$ cat config.mk
export PLATFORM = sky130hd
export DESIGN_NAME = ssd_scan_driver_flat
export DESIGN_NICKNAME = d
export VERILOG_FILES = /design/src/rtl/ssd_scan_driver_if.sv /design/src/rtl/ssd_scan_driver.sv /design/src/flat_wrapper.sv
export SDC_FILE = /design/constraint.sdc
export NUM_CORES = 1
export LEC_CHECK = 0
export ABC_AREA = 1
export CAP_MARGIN = 20
export CORE_MARGIN = 1
export CORE_UTILIZATION = 33
export DETAILED_ROUTE_END_ITERATION = 10
export SLEW_MARGIN = 20
export SYNTH_ARGS = -nofsm -noshare
export SYNTH_HDL_FRONTEND = slang
export SYNTH_SLANG_ARGS = --single-unit
$ cat constraint.sdc
create_clock -name clk_100MHz -period 2.5 [get_ports clk_100MHz]
set_clock_uncertainty 0.2 [all_clocks]
set_input_delay 0.5 -clock clk_100MHz [delete_from_list [all_inputs] [get_ports clk_100MHz]]
set_output_delay 0.5 -clock clk_100MHz [all_outputs]
set_load 0.005 [all_outputs]
$ cat src/rtl/ssd_scan_driver_if.sv
// Display-side bundle of the seven-segment scan driver: value strobe, enable,
// and the active-low segment/anode outputs plus the frame boundary pulse.
interface ssd_scan_driver_if;
  logic [15:0] din;
  logic        din_valid;
  logic        en;
  logic [6:0]  ssd;
  logic [3:0]  a;
  logic        frame_done;

  modport master (output din, din_valid, en, input ssd, a, frame_done);
  modport slave  (input din, din_valid, en, output ssd, a, frame_done);
endinterface

$ cat src/rtl/ssd_scan_driver.sv
// Four-digit hex scan driver; new values take effect only at frame boundaries.
// Define SSD_BLANK_EN to turn on leading-zero blanking of digits 3..1.
module ssd_scan_driver #(
  parameter int REFRESH_DIV = 100000,
  parameter int CNT_W       = 17
) (
  input  logic          clk_100MHz,
  input  logic          reset,
  ssd_scan_driver_if.slave bus
);

  localparam logic [CNT_W-1:0] CNT_MAX = CNT_W'(REFRESH_DIV - 1);

  logic [CNT_W-1:0] cnt, cnt_nxt;
  logic [1:0]       idx, idx_nxt;
  logic [15:0]      pending, pending_nxt;
  logic [15:0]      shadow, shadow_nxt;
  logic [3:0]       a_q, a_nxt;
  logic [6:0]       ssd_q, ssd_nxt;
  logic             frame_done_q;
  logic             tick, boundary, lit;
  logic [3:0]       nib;

  function automatic logic [6:0] hex7(input logic [3:0] v);
    logic [6:0] s;
    case (v)
      4'h0: s = 7'b1000000;
      4'h1: s = 7'b1111001;
      4'h2: s = 7'b0100100;
      4'h3: s = 7'b0110000;
      4'h4: s = 7'b0011001;
      4'h5: s = 7'b0010010;
      4'h6: s = 7'b0000010;
      4'h7: s = 7'b1111000;
      4'h8: s = 7'b0000000;
      4'h9: s = 7'b0010000;
      4'hA: s = 7'b0001000;
      4'hB: s = 7'b0000011;
      4'hC: s = 7'b1000110;
      4'hD: s = 7'b0100001;
      4'hE: s = 7'b0000110;
      default: s = 7'b0001110;
    endcase
    return s;
  endfunction

  always_comb begin
    tick        = (cnt == CNT_MAX);
    boundary    = tick && (idx == 2'd3);
    cnt_nxt     = tick ? '0 : cnt + 1'b1;
    idx_nxt     = tick ? idx + 2'd1 : idx;
    // A strobe coinciding with the boundary goes straight through to shadow.
    pending_nxt = bus.din_valid ? bus.din : pending;
    shadow_nxt  = boundary ? pending_nxt : shadow;
  end

  always_comb begin
    nib = shadow[{idx, 2'b00} +: 4];
`ifdef SSD_BLANK_EN
    case (idx)
      2'd0:    lit = 1'b1;
      2'd1:    lit = |shadow[15:4];
      2'd2:    lit = |shadow[15:8];
      default: lit = |shadow[15:12];
    endcase
`else
    lit = 1'b1;
`endif
    a_nxt   = 4'b1111;
    ssd_nxt = 7'b1111111;
    if (bus.en && lit) begin
      a_nxt   = ~(4'b0001 << idx);
      ssd_nxt = hex7(nib);
    end
  end

  always_ff @(posedge clk_100MHz or posedge reset) begin
    if (reset) begin
      cnt          <= '0;
      idx          <= 2'd0;
      pending      <= 16'h0000;
      shadow       <= 16'h0000;
      a_q          <= 4'b1111;
      ssd_q        <= 7'b1111111;
      frame_done_q <= 1'b0;
    end else begin
      cnt          <= cnt_nxt;
      idx          <= idx_nxt;
      pending      <= pending_nxt;
      shadow       <= shadow_nxt;
      a_q          <= a_nxt;
      ssd_q        <= ssd_nxt;
      frame_done_q <= boundary;
    end
  end

  assign bus.a          = a_q;
  assign bus.ssd        = ssd_q;
  assign bus.frame_done = frame_done_q;

endmodule
$ cat src/flat_wrapper.sv
// flat-port wrapper written by rule: the top's interface ports become plain ports
module ssd_scan_driver_flat 
#(
  parameter int REFRESH_DIV = 100000,
  parameter int CNT_W       = 17
)
  (clk_100MHz, reset, bus_din, bus_din_valid, bus_en, bus_ssd, bus_a, bus_frame_done);
  ssd_scan_driver_if bus_i ();
  input  logic clk_100MHz;
  input  logic reset;
  input wire logic [$bits(bus_i.din)-1:0] bus_din;
  input wire logic [$bits(bus_i.din_valid)-1:0] bus_din_valid;
  input wire logic [$bits(bus_i.en)-1:0] bus_en;
  output wire logic [$bits(bus_i.ssd)-1:0] bus_ssd;
  output wire logic [$bits(bus_i.a)-1:0] bus_a;
  output wire logic [$bits(bus_i.frame_done)-1:0] bus_frame_done;
  assign bus_i.din = bus_din;
  assign bus_i.din_valid = bus_din_valid;
  assign bus_i.en = bus_en;
  assign bus_ssd = bus_i.ssd;
  assign bus_a = bus_i.a;
  assign bus_frame_done = bus_i.frame_done;
  ssd_scan_driver #(.REFRESH_DIV(REFRESH_DIV), .CNT_W(CNT_W)) u_core (.clk_100MHz(clk_100MHz), .reset(reset), .bus(bus_i));
endmodule
==> results.sh <==
export IMPL_hp_start="u_core.cnt[0]$_DFF_PP0_"
export IMPL_rsz0062_at_grt="no"
export IMPL_maxCapViolations=0
export IMPL_start_util_pct=34.7
export IMPL_final_nets=429
export IMPL_timing_rr_start="u_core.idx[0]$_DFFE_PP0N_"
export IMPL_postCtsSetupBuffers=0
export IMPL_wl_um=5940
export IMPL_seq_area_frac_synth_pct=51.9
export IMPL_area_delta_synth_final_pct=19.5
export IMPL_reg2reg_slack_ns=0.51
export IMPL_mostFrequentLayoutCells="102 x nand2_1, 53 x nand3_1, 52 x dfrtp_1"
export IMPL_hp_class="flip-flop to flip-flop"
export IMPL_setup_viol_count_final=0
export IMPL_end_kind="primary output"
export IMPL_period_needed_ns=2.04
export IMPL_tns_ns=0
export IMPL_synth_area_top_cells="dfrtp_1 42%, nand2_1 12%, dfstp_2 9.4%"
export IMPL_grt_pass1_wl_um=10800
export IMPL_cts_hold_buf=0
export IMPL_dr_pass1_iters=7
export IMPL_cp_max_fo=1
export IMPL_yosys_register_bits=63
export IMPL_vdd_drop_max_uv=232
export IMPL_via_per_inst=4.55
export IMPL_n_antenna_cell=0
export IMPL_synth_cells=363
export IMPL_drtAntennaViolNets=0
export IMPL_drive_above_1_share_pct=10.7
export IMPL_htreeDepth=3
export IMPL_ff2ff_path_depth=9
export IMPL_critPathSlowestCell="dfstp_2"
export IMPL_synth_warnings=0
export IMPL_synth_distinct_cells=27
export IMPL_syn_nets=394
export IMPL_drtIter0Drc=123
export IMPL_cts_resized_gates=0
export IMPL_multi_input_area_sq_mm=0.00121
export IMPL_path_cells="clkdlybuf4s50_1"
export IMPL_power_density_mw_per_mm2=552
export IMPL_cts_sink_count=63
export IMPL_die_h_um=98.4
export IMPL_area_sequential_sq_mm=0.00159
export IMPL_hold_viol_final=0
export IMPL_hold_end="u_core.cnt[0]$_DFF_PP0_"
export IMPL_fill_cells=915
export IMPL_die_w_um=98.4
export IMPL_whs_path_depth=1
export IMPL_cts_root_buf="clkbuf_8"
export IMPL_hpwl_um=4170
export IMPL_syn_area_sq_mm=0.00307
export IMPL_yosys_area_top_type="dfrtp_1"
export IMPL_critPathTopFamily="flip-flops"
export IMPL_fmax_ghz=0.489
export IMPL_cts_buffers=9
export IMPL_overflow=0
export IMPL_path_clk_slew_ns=0.07
export IMPL_io_buffer_count=31
export IMPL_synth_top_area_share_pct=42.4
export IMPL_rows=34
export IMPL_finalNonFillerCells=511
export IMPL_avgSynthCellArea_sq_um=8.45
export IMPL_wl_per_cell_um=11.6
export IMPL_grt_max_degree=64
export IMPL_dp_cells=495
export IMPL_path_buf_inv=1
export IMPL_required_ns=1.80
export IMPL_grt_pass1_vias=2355
export IMPL_slew_limit_headroom_pct=73.2
export IMPL_clk_path_buf_depth=2
export IMPL_critPathLaunchType="flip-flop"
export IMPL_critPathKind="flip-flop to primary output"
export IMPL_total_power_w=0.00203
export IMPL_worstMarginPinSlew_ns=0.400
export IMPL_slew_violations=0
export IMPL_antenna_found_initial=0
export IMPL_worst_ep_arrival_time_ns=1.34
export IMPL_outcome="finished with violations"
export IMPL_layout_commonest_cell="nand2_1"
export IMPL_leakage_nw=1.76
export IMPL_fin_crit_sh_pct=81.8
export IMPL_track_usage_pct=14.1
export IMPL_r2r_end="u_core.bus.ssd[2]$_DFF_PP1_"
export IMPL_violations="DRC"
export IMPL_insertion_delay_ns=0.34
export IMPL_coreArea_sq_mm=0.00885
export IMPL_gp_congestion=0.855
export IMPL_dieArea_sq_mm=0.00968
export IMPL_io_pins=32
export IMPL_cts_tree="yes"
export IMPL_drc=2
export IMPL_slowest_delay_ns=0.52
export IMPL_vias=2325
==> Yosys cell counts <==
master and number:
buf_2 2, o21bai_1 2, xor2_1 8, nor2_4 3, nand4_1 2, inv_6 1
dfstp_2 11, inv_4 1, nand3b_1 1, ha_1 11, a21oi_1 1, buf_8 2
nand3_2 1, inv_2 1, nand2_4 1, dfrtp_1 52, inv_1 44, o211ai_1 1
o21ai_0 22, nand2_1 102, nand3_1 53, nor2_1 29, nand2_2 4, nor3b_1 1
buf_6 2, nor3_1 1, clkbuf_1 4
==> registers in the layout, indices dropped and copies added (netlist names) <==
register and cells:
u_core.idx 2, u_core.cnt 17, u_core.shadow 16, u_core.bus.frame_done 1, u_core.bus.a 4, u_core.pending 16
u_core.bus.ssd 7
==> layer usage <==
metal  vias up  GRT usage (%)  part of all wire (%)
met2        38           21.1                    43
met5         -              0                     0
met1      1070           19.4                    53
met3        10           2.58                   3.3
met4         0           7.12                   1.5
li1       1207              -                     -
==> cell type report <==
type / count / share of cell area [%]
Inverter: 47 / 5.02
Clock inverter: 7 / 1.98
Sequential cell: 63 / 43.4
Tap cell: 108 / 3.69
Multi-Input combinational cell: 243 / 33.1
Clock buffer: 9 / 3.38
Timing Repair Buffer: 34 / 9.42
==> where the power goes <==
part           total (W)  leakage, nW  switching, W  internal [W]
clock           0.000865       0.0956      0.000404      0.000461
combinational   0.000104        0.948     0.0000556     0.0000489
sequential       0.00106        0.715    0.00000655       0.00105
==> worst max path at each step <==
stage                                    startpoint                              end  slack [ns]  depth (start not counted)
after floorplan                               reset  u_core.bus.frame_done$_DFF_PP0_        0.25                          1
final                     u_core.bus.a[2]$_DFF_PP1_                         bus_a[2]        0.46                          1
after global routing      u_core.idx[0]$_DFFE_PP0N_      u_core.bus.ssd[6]$_DFF_PP1_        0.30                         10
after detailed placement  u_core.idx[0]$_DFFE_PP0N_      u_core.bus.ssd[2]$_DFF_PP1_        0.53                          9
after global placement                bus_din_valid     u_core.shadow[9]$_DFFE_PP0P_        0.61                          5
after CTS                 u_core.bus.a[2]$_DFF_PP1_                         bus_a[2]        0.43                          1
==> cells by family after synthesis <==
| logic type | Yosys count | share of synthesized area [%] |
|---|---|---|
| simple gates | 198 | 28.4 |
| flops | 63 | 51.9 |
| buf+inv | 57 | 8.53 |
| compound gates | 26 | 4.49 |
| fa+ha+maj | 11 | 4.49 |
| xor+xnor | 8 | 2.28 |
==> per-stage QoR <==
stage / hold WS (ns) / worst slack [ns] / util [%] / cell area [sq um]
global placement: 0.252 / 0.610 / 39.2 / 3470
finish: 0.273 / 0.456 / 41.4 / 3670
CTS: 0.280 / 0.431 / 41.4 / 3670
global route: 0.300 / 0.304 / 41.4 / 3670
floorplan: 0.229 / 0.248 / - / 3070
detailed placement: 0.271 / 0.533 / 39.2 / 3470
No activity file was read; power rests on OpenSTA's default activity.
==> variant 1, RTL diff (same settings) <==
`CNT_W` is set to 17 in 2 places; all go to 19.
--- a/src/rtl/ssd_scan_driver.sv
+++ b/src/rtl/ssd_scan_driver.sv
@@ -3,5 +3,5 @@
 module ssd_scan_driver #(
   parameter int REFRESH_DIV = 100000,
-  parameter int CNT_W       = 17
+  parameter int CNT_W       = 19
 ) (
   input  logic          clk_100MHz,
--- a/src/flat_wrapper.sv
+++ b/src/flat_wrapper.sv
@@ -3,5 +3,5 @@
 #(
   parameter int REFRESH_DIV = 100000,
-  parameter int CNT_W       = 17
+  parameter int CNT_W       = 19
 )
   (clk_100MHz, reset, bus_din, bus_din_valid, bus_en, bus_ssd, bus_a, bus_frame_done);
Check against the original RTL: same outputs for any inputs over 10 cycles, from zero or initial values and one cycle with reset high; that may be too few to reach the edited logic, so the function may still have changed.
==> variant 1 against the original RTL <==
Fmax fell by 3.5%; largest power group unchanged; count of clock-buffer cells in the layout unchanged; setup slack got worse by 0.074 ns; synthesized area increased by 13%; sequential cell count up 2; wire length increased by 21%; power up 4.6%; cell area is 11% higher; register-to-register slack got worse by 0.13 ns; sequential share of layout area shrank 3.1 points.
==> variant 1: results (changes against the original RTL) <==
Setup path
  – CP Max Fanout: 12 (+11)
  – Slowest cell on the critical path: dfrtp_1
  – Worst stage delay on the critical path: 0.64 ns (+0.12 ns)

Outcome
  – Status: completed

Global route
  – Gr usage total: 0.150 (+0.00970)
  – Largest net degree at the start of global routing: 51 (-20%)
  – First-pass GRT wire length: 13.0 mm (+21%)
  – Vias in the first global route: 2769 (+18%)

Power and ir drop
  – Pleak: 0.00197 µW (+12%)

Logic synthesis
  – Syn Nets: 450 (+14%)
  – Synth top cells by count: nand2_1, dfrtp_1, inv_1
  – Synth unique cells: 33 (+22%)
  – Yosys warns: 0 (unchanged)
  – Largest cells by area after synthesis: dfrtp_1, nand2_1, dfstp_2
  – Register area share after synthesis: 0.475 (-0.0436)

Detailed routing
  – TritonRoute pass-1 iters: 4 (-3)
  – Drt initial violations: 145 (+18%)
  – Final WL: 7.18 mm (+21%)

Layout
  – Fillers: 991 (+8.3%)
  – Nets: 484 (+13%)
  – Share of cells above drive strength 1: 0.124 (+0.0178)

Placement
  – Final RePlAce weighted congestion: 0.854 (about the same)
  – Area after DPL: 0.00387 mm² (+12%)
  – Inst Count DP: 575 (+16%)
  – Hpwl dp: 5.05 mm (+21%)

Hold path
  – HP Class: input port to async pin
## variant 1: per-layer routing
metal,vias up,GRT usage,share of wire
met5,-,0,0
met2,61,0.226,0.44
met1,1271,0.208,0.50
li1,1394,-,-
met3,10,0.0226,0.033
met4,0,0.0796,0.022
## variant 1: layout make-up
type,count,area [µm²],share of cell area
repair buffers,35,353,0.0866
clock inverters,7,80.1,0.0197
flip-flops and latches,65,1640,0.403
inverters,57,216,0.0531
well taps,133,166,0.0409
clock buffers,9,124,0.0304
multi-input cells,285,1490,0.367
## variant 1: where the power goes
group | internal (µW) | switching [µW] | total, µW
clock | 470 | 455 | 925
sequential | 1080 | 7.68 | 1090
combinational | 48.7 | 54.4 | 103
## variant 1: kinds of logic (layout without fill, tap and decap cells)
| kind of cell | count (synthesis) | in the layout | share of synthesized area |
|---|---|---|---|
| fa+ha+maj | 11 | 11 | 0.0399 |
| buf+inv | 69 | 108 | 0.0927 |
| compound gates | 22 | 22 | 0.0333 |
| xor+xnor | 9 | 9 | 0.0228 |
| simple gates | 243 | 243 | 0.336 |
| flops | 65 | 65 | 0.475 |
## variant 1: worst paths after layout
check,from,to,slack (ns),cells after the start
min in group clk_100MHz,u_core.cnt[0]$_DFF_PP0_,u_core.cnt[0]$_DFF_PP0_,0.27,1
hold reg to reg,u_core.cnt[0]$_DFF_PP0_,u_core.cnt[0]$_DFF_PP0_,0.27,1
setup / recovery,u_core.idx[0]$_DFFE_PP0N_,u_core.bus.ssd[2]$_DFF_PP1_,0.38,9
max in group asynchronous,reset,u_core.cnt[18]$_DFF_PP0_,1.28,3
hold / removal,reset,u_core.pending[0]$_DFF_PP0_,0.25,2
setup reg to reg,u_core.idx[0]$_DFFE_PP0N_,u_core.bus.ssd[2]$_DFF_PP1_,0.38,9
==> variant 2, RTL diff (same settings) <==
Without the edit above. Take the reset off `pending` and load it in a clocked block of its own.
--- a/src/rtl/ssd_scan_driver.sv
+++ b/src/rtl/ssd_scan_driver.sv
@@ -79,5 +79,4 @@
       cnt          <= '0;
       idx          <= 2'd0;
-      pending      <= 16'h0000;
       shadow       <= 16'h0000;
       a_q          <= 4'b1111;
@@ -87,5 +86,4 @@
       cnt          <= cnt_nxt;
       idx          <= idx_nxt;
-      pending      <= pending_nxt;
       shadow       <= shadow_nxt;
       a_q          <= a_nxt;
@@ -95,4 +93,8 @@
   end
 
+  always_ff @(posedge clk_100MHz) begin
+    pending <= pending_nxt;
+  end
+
   assign bus.a          = a_q;
   assign bus.ssd        = ssd_q;
Function: no difference found for any inputs over 10 cycles, from zero or initial values and one cycle with reset high; that may be too few to reach the edited logic, so the function may still have changed.
==> variant 2 against the original RTL <==
Setup slack better by 0.0047 ns; sequential share of layout area is 1.9 points lower; critical endpoint is now bus_ssd[5]; synthesized area is 2.6% lower; largest power group is now the clock network; cell area is 0.75% lower; sequential cell count stayed put; power is 9.4% higher; highest routed layer unchanged; wire length is 4.2% lower.
==> variant 2: results (changes against the original RTL) <==
Outcome
  – Status: completed

Logic synthesis
  – FFs w/ async S/R, synth: 0.746 (-0.254)
  – Synth top cells by count: nand2_1, nand3_1, inv_1
  – Register area share after synthesis: 0.506 (-0.0129)
  – Largest cells by area after synthesis: dfrtp_1, nand2_1, dfxtp_1
  – Xor/xnor share of the synthesized area: 0.0235 (+0.000613)
  – Adder-Cell Fraction of Synth Area: 0.0461 (+0.00120)
  – Compound-Gate Fraction of Synth Area: 0.0461 (+0.00120)
  – Synth unique cells: 28 (+3.7%)

Setup path
  – R2R Setup Slk: 0.51 ns (about the same)
  – Critical path's top delay family: flip-flops
  – Worst Setup EP: bus_ssd[5]
  – Worst r2r dst: u_core.bus.ssd[6]$_DFF_PP1_
  – R2R Path Start: u_core.idx[0]$_DFFE_PP0N_
  – CP Launch Point: u_core.bus.ssd[5]$_DFF_PP1_
  – Slowest cell on the critical path: dfstp_2
  – Worst stage delay on the critical path: 0.52 ns (about the same)
  – Reg2reg path depth: 10 (+1)
  – CP Max Fanout: 1 (unchanged)
  – Crit path arrival time: 1.34 ns (about the same)

CTS
  – Clk_lat worst skew: 0.34 ns (about the same)
  – Post-CTS sizing: 0 (unchanged)
  – Total CTS buffers: 9 (unchanged)
  – Setup repair bufs after CTS: 0 (unchanged)
  – Root buffer cell: clkbuf_8

Detailed routing
  – Drt initial violations: 102 (-17%)
  – Vias/cell: 4.47 (-1.8%)
  – Wire per inst: 11.1 µm (-4.2%)
  – TritonRoute pass-1 iters: 4 (-3)

Placement
  – Final RePlAce weighted congestion: 0.856 (+0.16%)
  – Place WS: 0.542 ns (+0.00909 ns)
  – Hpwl dp: 4.04 mm (-3.0%)

STA
  – Final period util: 0.816 (-0.00189)
  – Slew HR: 0.713 (-0.0194)

Layout
  – Share of cells above drive strength 1: 0.107 (unchanged)
  – Fillers: 881 (-3.7%)
  – Biggest regs: u_core.cnt: 17 flops, u_core.pending: 16 flops, u_core.shadow: 16 flops
  – Diode count: 0 (unchanged)

Global route
  – Largest net degree at the start of global routing: 48 (-25%)
  – Vias in the first global route: 2179 (-7.5%)
  – First-pass GRT wire length: 9.95 mm (-7.9%)
  – Antenna violations before repair: 0 (unchanged)
  – Gr usage total: 0.131 (-0.00960)

Power and ir drop
  – Maximum vdd drop: 0.369 mV (+59%)
  – Pleak: 0.00173 µW (-1.7%)
variant 2: kinds of logic after synthesis:
logic type | after synthesis
AND/OR/NAND/NOR | 198
flip-flops | 63
buffers and inverters | 57
AO/OA/AOI/OAI | 26
adder cells (fa/ha/maj) | 11
XOR/XNOR | 8
variant 2: cell type report:
cell class | instances | area share
clock buffers | 11 | 0.0447
clock inverters | 5 | 0.0237
inverters | 47 | 0.0506
multi-input cells | 243 | 0.334
flip-flops and latches | 63 | 0.415
well taps | 108 | 0.0371
repair buffers | 34 | 0.0949
variant 2: worst min path at each step:
| stage | from | to | slack [ns] | cells after the start |
|---|---|---|---|---|
| after global placement | u_core.cnt[0]$_DFF_PP0_ | u_core.cnt[0]$_DFF_PP0_ | 0.25 | 1 |
| after global routing | u_core.cnt[0]$_DFF_PP0_ | u_core.cnt[0]$_DFF_PP0_ | 0.28 | 1 |
| after floorplan | u_core.cnt[0]$_DFF_PP0_ | u_core.cnt[0]$_DFF_PP0_ | 0.23 | 1 |
| final | u_core.cnt[0]$_DFF_PP0_ | u_core.cnt[0]$_DFF_PP0_ | 0.27 | 1 |
| after detailed placement | u_core.cnt[0]$_DFF_PP0_ | u_core.cnt[0]$_DFF_PP0_ | 0.27 | 1 |
| after CTS | u_core.cnt[0]$_DFF_PP0_ | u_core.cnt[0]$_DFF_PP0_ | 0.27 | 1 |
variant 2: metal layers:
layer	up-vias	part of all wire	global-route usage
met5	-	0	0
met4	0	0.0051	0.0413
met3	2	0.045	0.0496
met2	47	0.43	0.192
met1	1023	0.52	0.179
li1	1210	-	-
variant 2: through the flow:
| step | cells | total power [µW] | hold slack [ns] | area [µm²] | utilization |
|---|---|---|---|---|---|
| after floorplan | 363 | 1120 | 0.229 | 2990 | - |
| after global placement | 495 | 1170 | 0.245 | 3390 | 0.389 |
| after detailed placement | 495 | 1170 | 0.269 | 3390 | 0.389 |
| after CTS | 511 | 2250 | 0.273 | 3640 | 0.417 |
| after global routing | 511 | 2310 | 0.281 | 3640 | 0.417 |
| final | 511 | 2220 | 0.265 | 3640 | 0.417 |
variant 2: report_power, final:
part,switching (µW),leakage [µW],total [µW],internal [µW]
sequential,6.54,0.000655,1050,1050
clock,407,0.000125,1060,656
combinational,49.5,0.000948,98.4,48.9
total,463,0.00173,2220,1750
